==> config.mk <==
export PLATFORM = sky130hd
export DESIGN_NAME = sync_fifo_flags
export DESIGN_NICKNAME = d
export VERILOG_FILES = /design/src/rtl/sync_fifo_flags.sv
export SDC_FILE = /design/constraint.sdc
export NUM_CORES = 1
export LEC_CHECK = 0
export ABC_AREA = 1
export CORE_MARGIN = 2
export CORE_UTILIZATION = 25
export DETAILED_ROUTE_END_ITERATION = 7
export HOLD_SLACK_MARGIN = 0.12
export PLACE_DENSITY = 0.45
export SYNTH_ARGS = -nofsm -noshare
export SYNTH_HDL_FRONTEND = slang
export SYNTH_SLANG_ARGS = --single-unit
export TNS_END_PERCENT = 20
==> constraint.sdc <==
create_clock -name clk -period 2 [get_ports clk]
set_input_delay 0.2 -clock clk [delete_from_list [all_inputs] [get_ports clk]]
set_output_delay 0.2 -clock clk [all_outputs]
set_load 0.05 [all_outputs]
==> src/rtl/sync_fifo_flags.sv <==
// Single-clock FIFO with standard or first-word-fall-through read mode,
// occupancy count, almost-full/almost-empty thresholds and sticky
// overflow/underflow flags that are cleared with clr_err.
//
// Internal state is a pair of (ADDR_WIDTH+1)-bit binary pointers and a
// registered occupancy count. All status flags are decoded from that
// registered count, so wr_en/rd_en never reach a flag combinationally.
module sync_fifo_flags #(
    parameter int DATA_WIDTH    = 8,
    parameter int ADDR_WIDTH    = 4,
    parameter int FWFT          = 0,
    parameter int AFULL_THRESH  = (1 << ADDR_WIDTH) - 2,
    parameter int AEMPTY_THRESH = 2
) (
    input  logic                  clk,
    input  logic                  rst_n,
    input  logic                  wr_en,
    input  logic [DATA_WIDTH-1:0] wr_data,
    output logic                  full,
    output logic                  almost_full,
    input  logic                  rd_en,
    output logic [DATA_WIDTH-1:0] rd_data,
    output logic                  rd_valid,
    output logic                  empty,
    output logic                  almost_empty,
    output logic [ADDR_WIDTH:0]   count,
    output logic                  overflow,
    output logic                  underflow,
    input  logic                  clr_err
);

    localparam int DEPTH = 1 << ADDR_WIDTH;
    localparam logic [ADDR_WIDTH:0] DEPTH_C  = (ADDR_WIDTH + 1)'(DEPTH);
    localparam logic [ADDR_WIDTH:0] AFULL_C  = (ADDR_WIDTH + 1)'(AFULL_THRESH);
    localparam logic [ADDR_WIDTH:0] AEMPTY_C = (ADDR_WIDTH + 1)'(AEMPTY_THRESH);
    localparam logic [ADDR_WIDTH:0] ZERO_C   = (ADDR_WIDTH + 1)'(0);
    localparam logic [ADDR_WIDTH:0] ONE_C    = (ADDR_WIDTH + 1)'(1);

    // Reject threshold settings that would make the flags meaningless.
    if ((AEMPTY_THRESH < 1) || (AEMPTY_THRESH >= AFULL_THRESH) || (AFULL_THRESH > DEPTH)) begin : g_param_check
        $error("sync_fifo_flags: thresholds must satisfy 1 <= AEMPTY_THRESH < AFULL_THRESH <= DEPTH");
    end

    logic [DATA_WIDTH-1:0] mem_r [DEPTH];
    logic [ADDR_WIDTH:0]   wr_ptr_r;
    logic [ADDR_WIDTH:0]   rd_ptr_r;
    logic [ADDR_WIDTH:0]   count_r;
    logic [ADDR_WIDTH:0]   wr_ptr_nxt_s;
    logic [ADDR_WIDTH:0]   rd_ptr_nxt_s;
    logic                  full_s;
    logic                  empty_s;
    logic                  wr_acc_s;
    logic                  rd_acc_s;
    logic                  overflow_r;
    logic                  underflow_r;

    assign full_s       = (count_r == DEPTH_C);
    assign empty_s      = (count_r == ZERO_C);
    assign full         = full_s;
    assign empty        = empty_s;
    assign almost_full  = (count_r >= AFULL_C);
    assign almost_empty = (count_r <= AEMPTY_C);
    assign count        = count_r;
    assign overflow     = overflow_r;
    assign underflow    = underflow_r;

    // A request is only honoured when the pre-edge flags allow it; this also
    // resolves simultaneous requests on an empty or full FIFO.
    assign wr_acc_s = wr_en & ~full_s;
    assign rd_acc_s = rd_en & ~empty_s;

    // Next pointer values; both wrap naturally modulo 2*DEPTH.
    always_comb begin
        wr_ptr_nxt_s = wr_ptr_r;
        rd_ptr_nxt_s = rd_ptr_r;
        if (wr_acc_s) begin
            wr_ptr_nxt_s = wr_ptr_r + ONE_C;
        end else begin
            wr_ptr_nxt_s = wr_ptr_r;
        end
        if (rd_acc_s) begin
            rd_ptr_nxt_s = rd_ptr_r + ONE_C;
        end else begin
            rd_ptr_nxt_s = rd_ptr_r;
        end
    end

    // Pointer and occupancy registers; count is the pointer distance after the edge.
    always_ff @(posedge clk or negedge rst_n) begin
        if (!rst_n) begin
            wr_ptr_r <= ZERO_C;
            rd_ptr_r <= ZERO_C;
            count_r  <= ZERO_C;
        end else begin
            wr_ptr_r <= wr_ptr_nxt_s;
            rd_ptr_r <= rd_ptr_nxt_s;
            count_r  <= wr_ptr_nxt_s - rd_ptr_nxt_s;
        end
    end

    // Storage array; contents deliberately survive reset.
    always_ff @(posedge clk) begin
        if (wr_acc_s) begin
            mem_r[wr_ptr_r[ADDR_WIDTH-1:0]] <= wr_data;
        end
    end

    // Sticky error flags; a new error in the same cycle wins over clr_err.
    always_ff @(posedge clk or negedge rst_n) begin
        if (!rst_n) begin
            overflow_r  <= 1'b0;
            underflow_r <= 1'b0;
        end else begin
            if (wr_en && full_s) begin
                overflow_r <= 1'b1;
            end else if (clr_err) begin
                overflow_r <= 1'b0;
            end
            if (rd_en && empty_s) begin
                underflow_r <= 1'b1;
            end else if (clr_err) begin
                underflow_r <= 1'b0;
            end
        end
    end

    if (FWFT != 0) begin : g_fwft
        // Head word is presented directly; it is valid whenever data is held.
        assign rd_data  = mem_r[rd_ptr_r[ADDR_WIDTH-1:0]];
        assign rd_valid = ~empty_s;
    end else begin : g_std
        logic [DATA_WIDTH-1:0] rd_data_r;
        logic                  rd_valid_r;

        // Registered read: one-cycle latency, rd_valid pulses per accepted read.
        always_ff @(posedge clk or negedge rst_n) begin
            if (!rst_n) begin
                rd_data_r  <= '0;
                rd_valid_r <= 1'b0;
            end else begin
                rd_valid_r <= rd_acc_s;
                if (rd_acc_s) begin
                    rd_data_r <= mem_r[rd_ptr_r[ADDR_WIDTH-1:0]];
                end
            end
        end

        assign rd_data  = rd_data_r;
        assign rd_valid = rd_valid_r;
    end

endmodule

# After elaboration in Yosys (flattened, before gate mapping)
# Memories as Yosys holds them, arrays and structs flattened. A register that Yosys moved wholly into a read port is not among the register bits.
# Index checks and enable logic that the tools add are counted.
# Widths: inputs -> output; s select.
# op_classes
add_sub_neg	3
magnitude_cmp	2
n_eq_ne	1
muxes	7
n_bitwise	4
reduce_logical	6
# op_table
operator	count
$add 5x1->5 const B	2
$mux 5	2
$eq 5x5->1 const B	1
$ge 5x4->1 const B	1
$le 5x2->1 const B	1
$logic_not 5->1	1
$mux 1	5
$sub 5x5->5	1
$reduce_bool 2->1	2
$and 1x1->1	2
$logic_and 1x1->1	2
$not 1->1	2
$logic_not 1->1	1
# totals
regBits	18
ram_bits	128
in_bits	13
n_memories	1
# mem_list
memory	depth	word_bits	read_ports	rd_clocked_by_memory_dff	wr	line_no	text
mem_r	16	8	1	1	1	44	logic [DATA_WIDTH-1:0] mem_r [DEPTH];

# Longest topological paths before layout
# logic_depth
word_depth	5
mapped_depth	14
ltp_nobuf	14

# Worst setup path after synthesis
# Ideal clock, no wire load.
# synth_timing
path_type	register to register
startpoint	register count_r[3], in the netlist count[3]
endpoint	register count_r[4], in the netlist count[4]
setup_ns	0.116
arrival_time_ns	2.343
slack_ns	-0.459
path_stages_with_launch	13
synth_period_minus_slack_ns	2.459
path_cell_list	dfrtp_1 > nor2_4 > nand3_2 > nand2_2 > buf_2 > xor2_1 > inv_1 > ha_1 > fa_1 > nor2_1 > nand3_2 > nand3_1 > nand2_1
# synth_via
elab_chain_cells	5
# synth_lines
item	line_no	text
from (decl)	47	logic [ADDR_WIDTH:0] count_r;
from (signal assigned)	97	count_r <= wr_ptr_nxt_s - rd_ptr_nxt_s;
$logic_not 5->1	58	assign empty_s = (count_r == ZERO_C);
$not 1->1	70	assign rd_acc_s = rd_en & ~empty_s;
$and 1x1->1	70	
$mux 5	81	if (rd_acc_s) begin
via rd_ptr_nxt_s[0]	49	logic [ADDR_WIDTH:0] rd_ptr_nxt_s;
$sub 5x5->5	97	
# The timed path passes the listed nets, and every way through them passes these cells.
# A chain may end at the register's enable or synchronous reset.

# Worst setup path in the final report
# Ends and elaborated chain as after synthesis.

==> flow_summary_export.csv <==
group,metric,value,unit
detailed_routing,post-route-drc-count,0,
finish,layout_common_cells,"sky130_fd_sc_hd__edfxtp_1 (128), sky130_fd_sc_hd__nor2_1 (98), sky130_fd_sc_hd__nand2_1 (62), sky130_fd_sc_hd__buf_4 (51), sky130_fd_sc_hd__o21ai_0 (46)",
synthesis,postSynthAreaPerCell,11.9,µm²
setup_path,cp.arrival,2380,ps
power_and_ir_drop,total_leakage_power,3.01,nW
min_path,holdCritPathClass,"primary input to asynchronous set/reset pin",
sta,tightest_slew,764,ps
setup_path,setup.worst_path.end_class,"register",
finish,finalNonFillerCells,960,
finish,nets,639,
detailed_routing,drt-initial-drc-count,242,
global_routing,groute.usage.overall,12.8,%
detailed_routing,drtAntennaViolNets,0,
sta,timing.final.max_slew_violations,0,
synthesis,synth.yosys.seq_area_share,69.7,%
finish,design_area,0.00816,mm²
floorplan,die_x,165,µm
placed_design,place.gp.congestion,0.749,
floorplan,initial_core_util,25.5,%
finish,antenna_diode_count,0,
floorplan,die_height,165,µm
sta,finalSetupViolations,2,
run_status,violations_in_the_final_reports,"setup timing",
setup_path,worst_setup_path_start_kind,"register",
synthesis,post_synth_num_cell_types,29,
cts,clock_path_buffers,2,
cts,cts.sinks,154,
finish,syn2layout_area_growth,26.5,%
global_routing,number_of_global_route_vias_before_repair,4306,
cts,cts.root.buffer_cell,"sky130_fd_sc_hd__clkbuf_16",
synthesis,synthesis.nets,563,
sta,number_of_hold_violations_in_the_final_report,0,
finish,most_common_library_cell_in_the_layout_ignoring_fill_and_taps,"sky130_fd_sc_hd__edfxtp_1",
sta,timing.fmax,485,MHz
detailed_routing,route.detailed.wl_per_inst,17.0,µm
placed_design,dp_cells,926,
global_routing,grt_first_pass_wirelength,25100,µm
detailed_routing,drt-total-wl,16300,µm
cts,cts_inserted_buffers,17,
detailed_routing,drt_first_pass_iters,4,
finish,layout.filler_cells,2523,
detailed_routing,vias_per_cell,4.44,
power_and_ir_drop,power-per-cell-area,1620,mW/mm²
sta,finalCriticalPeriod,2060,ps
synthesis,synth_area,0.00645,mm²
detailed_routing,via_count,4261,
synthesis,syn-instance-count,541,
cts,clk_latency,430,ps
finish,postLayoutCoreUtil,32.3,%
synthesis,postSynthRegisterBits,154,
global_routing,grt_antenna_before_repair,0,
sta,fin_hold_ws,155,ps
cts,tritoncts,"built",
placed_design,placed_cell_area,0.00745,mm²
floorplan,rows,58,
global_routing,grt.overflow.total,0,
finish,drive_gt1_share,18.6,%
sta,maxSlewHeadroom,48.9,%
setup_path,critPathRequiredTime,2310,ps
setup_path,setup.worst_path.class,"register to register",
setup_path,critical_path_peak_fanout,5,
cts,clkSlewWorstSetupHoldPaths,60,ps
sta,fin_skew,8.25,ps
global_routing,grt_start_max_net_pins,57,
floorplan,design.core.area,0.0253,mm²
sta,unrepaired_setup_endpoints_after_global_routing,"true",
power_and_ir_drop,max-vdd-ir-drop,0.619,mV
placed_design,place.detailed.hpwl,10700,µm
run_status,status,"finished, violations left",
sta,timing.final.ws_setup,-62.7,ps
synthesis,yosys_warnings,0,
sta,fin_crit_sh,103,%
floorplan,io-pin-count,33,
cts,clock_tree.htree_level_count,4,
flow_run,drv.max_cap_violation_count,0,
placed_design,buffer_ports.inserted,32,
floorplan,design.die.area,0.0271,mm²
==> layout make-up <==
| type | count | area, µm² | share of cell area, % |
|---|---|---|---|
| tap | 330 | 413 | 5.06 |
| clock inverter | 13 | 215 | 2.64 |
| inverter | 37 | 139 | 1.70 |
| multi-input combinational | 324 | 1730 | 21.2 |
| timing repair buffer | 83 | 732 | 8.97 |
| clock buffer | 19 | 433 | 5.31 |
| sequential | 154 | 4500 | 55.2 |
==> worst max-delay path, stage by stage (launching register included) <==
cell and delay, ps:
sky130_fd_sc_hd__dfrtp_2 420, sky130_fd_sc_hd__nor2_4 160, sky130_fd_sc_hd__nand3_2 130, sky130_fd_sc_hd__nand2_4 110, sky130_fd_sc_hd__xor2_1 140, sky130_fd_sc_hd__inv_1 100
sky130_fd_sc_hd__ha_4 170, sky130_fd_sc_hd__fa_2 410, sky130_fd_sc_hd__nor2_4 120, sky130_fd_sc_hd__nand3_2 70, sky130_fd_sc_hd__nand3_1 70, sky130_fd_sc_hd__nand2_1 50
==> flip-flops by register name, summed over array words and instances (netlist names) <==
name and cells:
count 5, wr_ptr_r 5, underflow 1, mem_r 128, rd_valid 1, rd_data 8
overflow 1, rd_ptr_r 5
==> synthesized netlist by cell type, drive strengths merged <==
master	n	area share (%)
inv	36	2.1
xor2	7	0.95
nand3	20	1.9
clkinv	1	0.058
o221ai	10	1.4
nor3	3	0.23
edfxtp	128	60
dfrtp	26	10
o211ai	22	2.6
nor2	102	6.2
nand4	4	0.39
clkbuf	6	0.35
o21ai	75	5.8
nand2	70	4.5
buf	20	1.9
a21oi	2	0.16
ha	8	1.6
fa	1	0.31
==> power by group <==
group / internal, mW / switching [mW] / total, mW
Sequential: 4.02 / 0.273 / 4.30
Clock: 2.23 / 1.29 / 3.53
Combinational: 1.92 / 3.52 / 5.44
==> final timing paths <==
kind                                        start                endpoint  slack, ps  cells after the start
setup / recovery               count[3]$_DFF_PN0_      count[4]$_DFF_PN0_        -60                     11
hold / removal                              rst_n      count[0]$_DFF_PN0_        160                      2
setup reg to reg               count[3]$_DFF_PN0_      count[4]$_DFF_PN0_        -60                     11
hold reg to reg            rd_data[7]$_DFFE_PN0N_  rd_data[7]$_DFFE_PN0N_        500                      2
max in group asynchronous                   rst_n   rd_ptr_r[0]$_DFF_PN0_       1570                      2
min in group clk                          clr_err   underflow$_DFFE_PN0P_        370                      2
==> through the flow <==
| stage | TNS (ps) | total power, mW | setup slack (ps) |
|---|---|---|---|
| CTS | -114 | 13.3 | -72.4 |
| floorplan | -406 | 7.71 | -197 |
| finish | -107 | 13.3 | -62.7 |
| global placement | -31.4 | 9.66 | -18.9 |
| detailed placement | -137 | 9.73 | -83.3 |
| global route | -451 | 14.1 | -174 |
==> per-layer routing <==
| metal | track usage (%) | vias to the layer above | share of wire [%] |
|---|---|---|---|
| met2 | 21.6 | 71 | 50 |
| met3 | 2.81 | 16 | 3.9 |
| li1 | - | 2050 | - |
| met5 | 0 | - | 0 |
| met4 | 3.91 | 0 | 1.2 |
| met1 | 16.4 | 2124 | 45 |
==> cells by family after synthesis <==
logic type      share of synthesized area (%)
compound gates                           9.90
simple gates                             13.2
flops                                    69.7
xor+xnor                                0.951
buf+inv                                  4.40
fa+ha+maj                                1.86
==> timing repair <==
action	CTS	global route
gates cloned	0	0
endpoints found under the setup margin	3	7
pin swaps	0	12
buffers inserted	0	2
hold buffers	0	0
gates resized for setup	2	10
endpoints found under the hold margin	0	0
No activity file was read; power rests on OpenSTA's default activity.
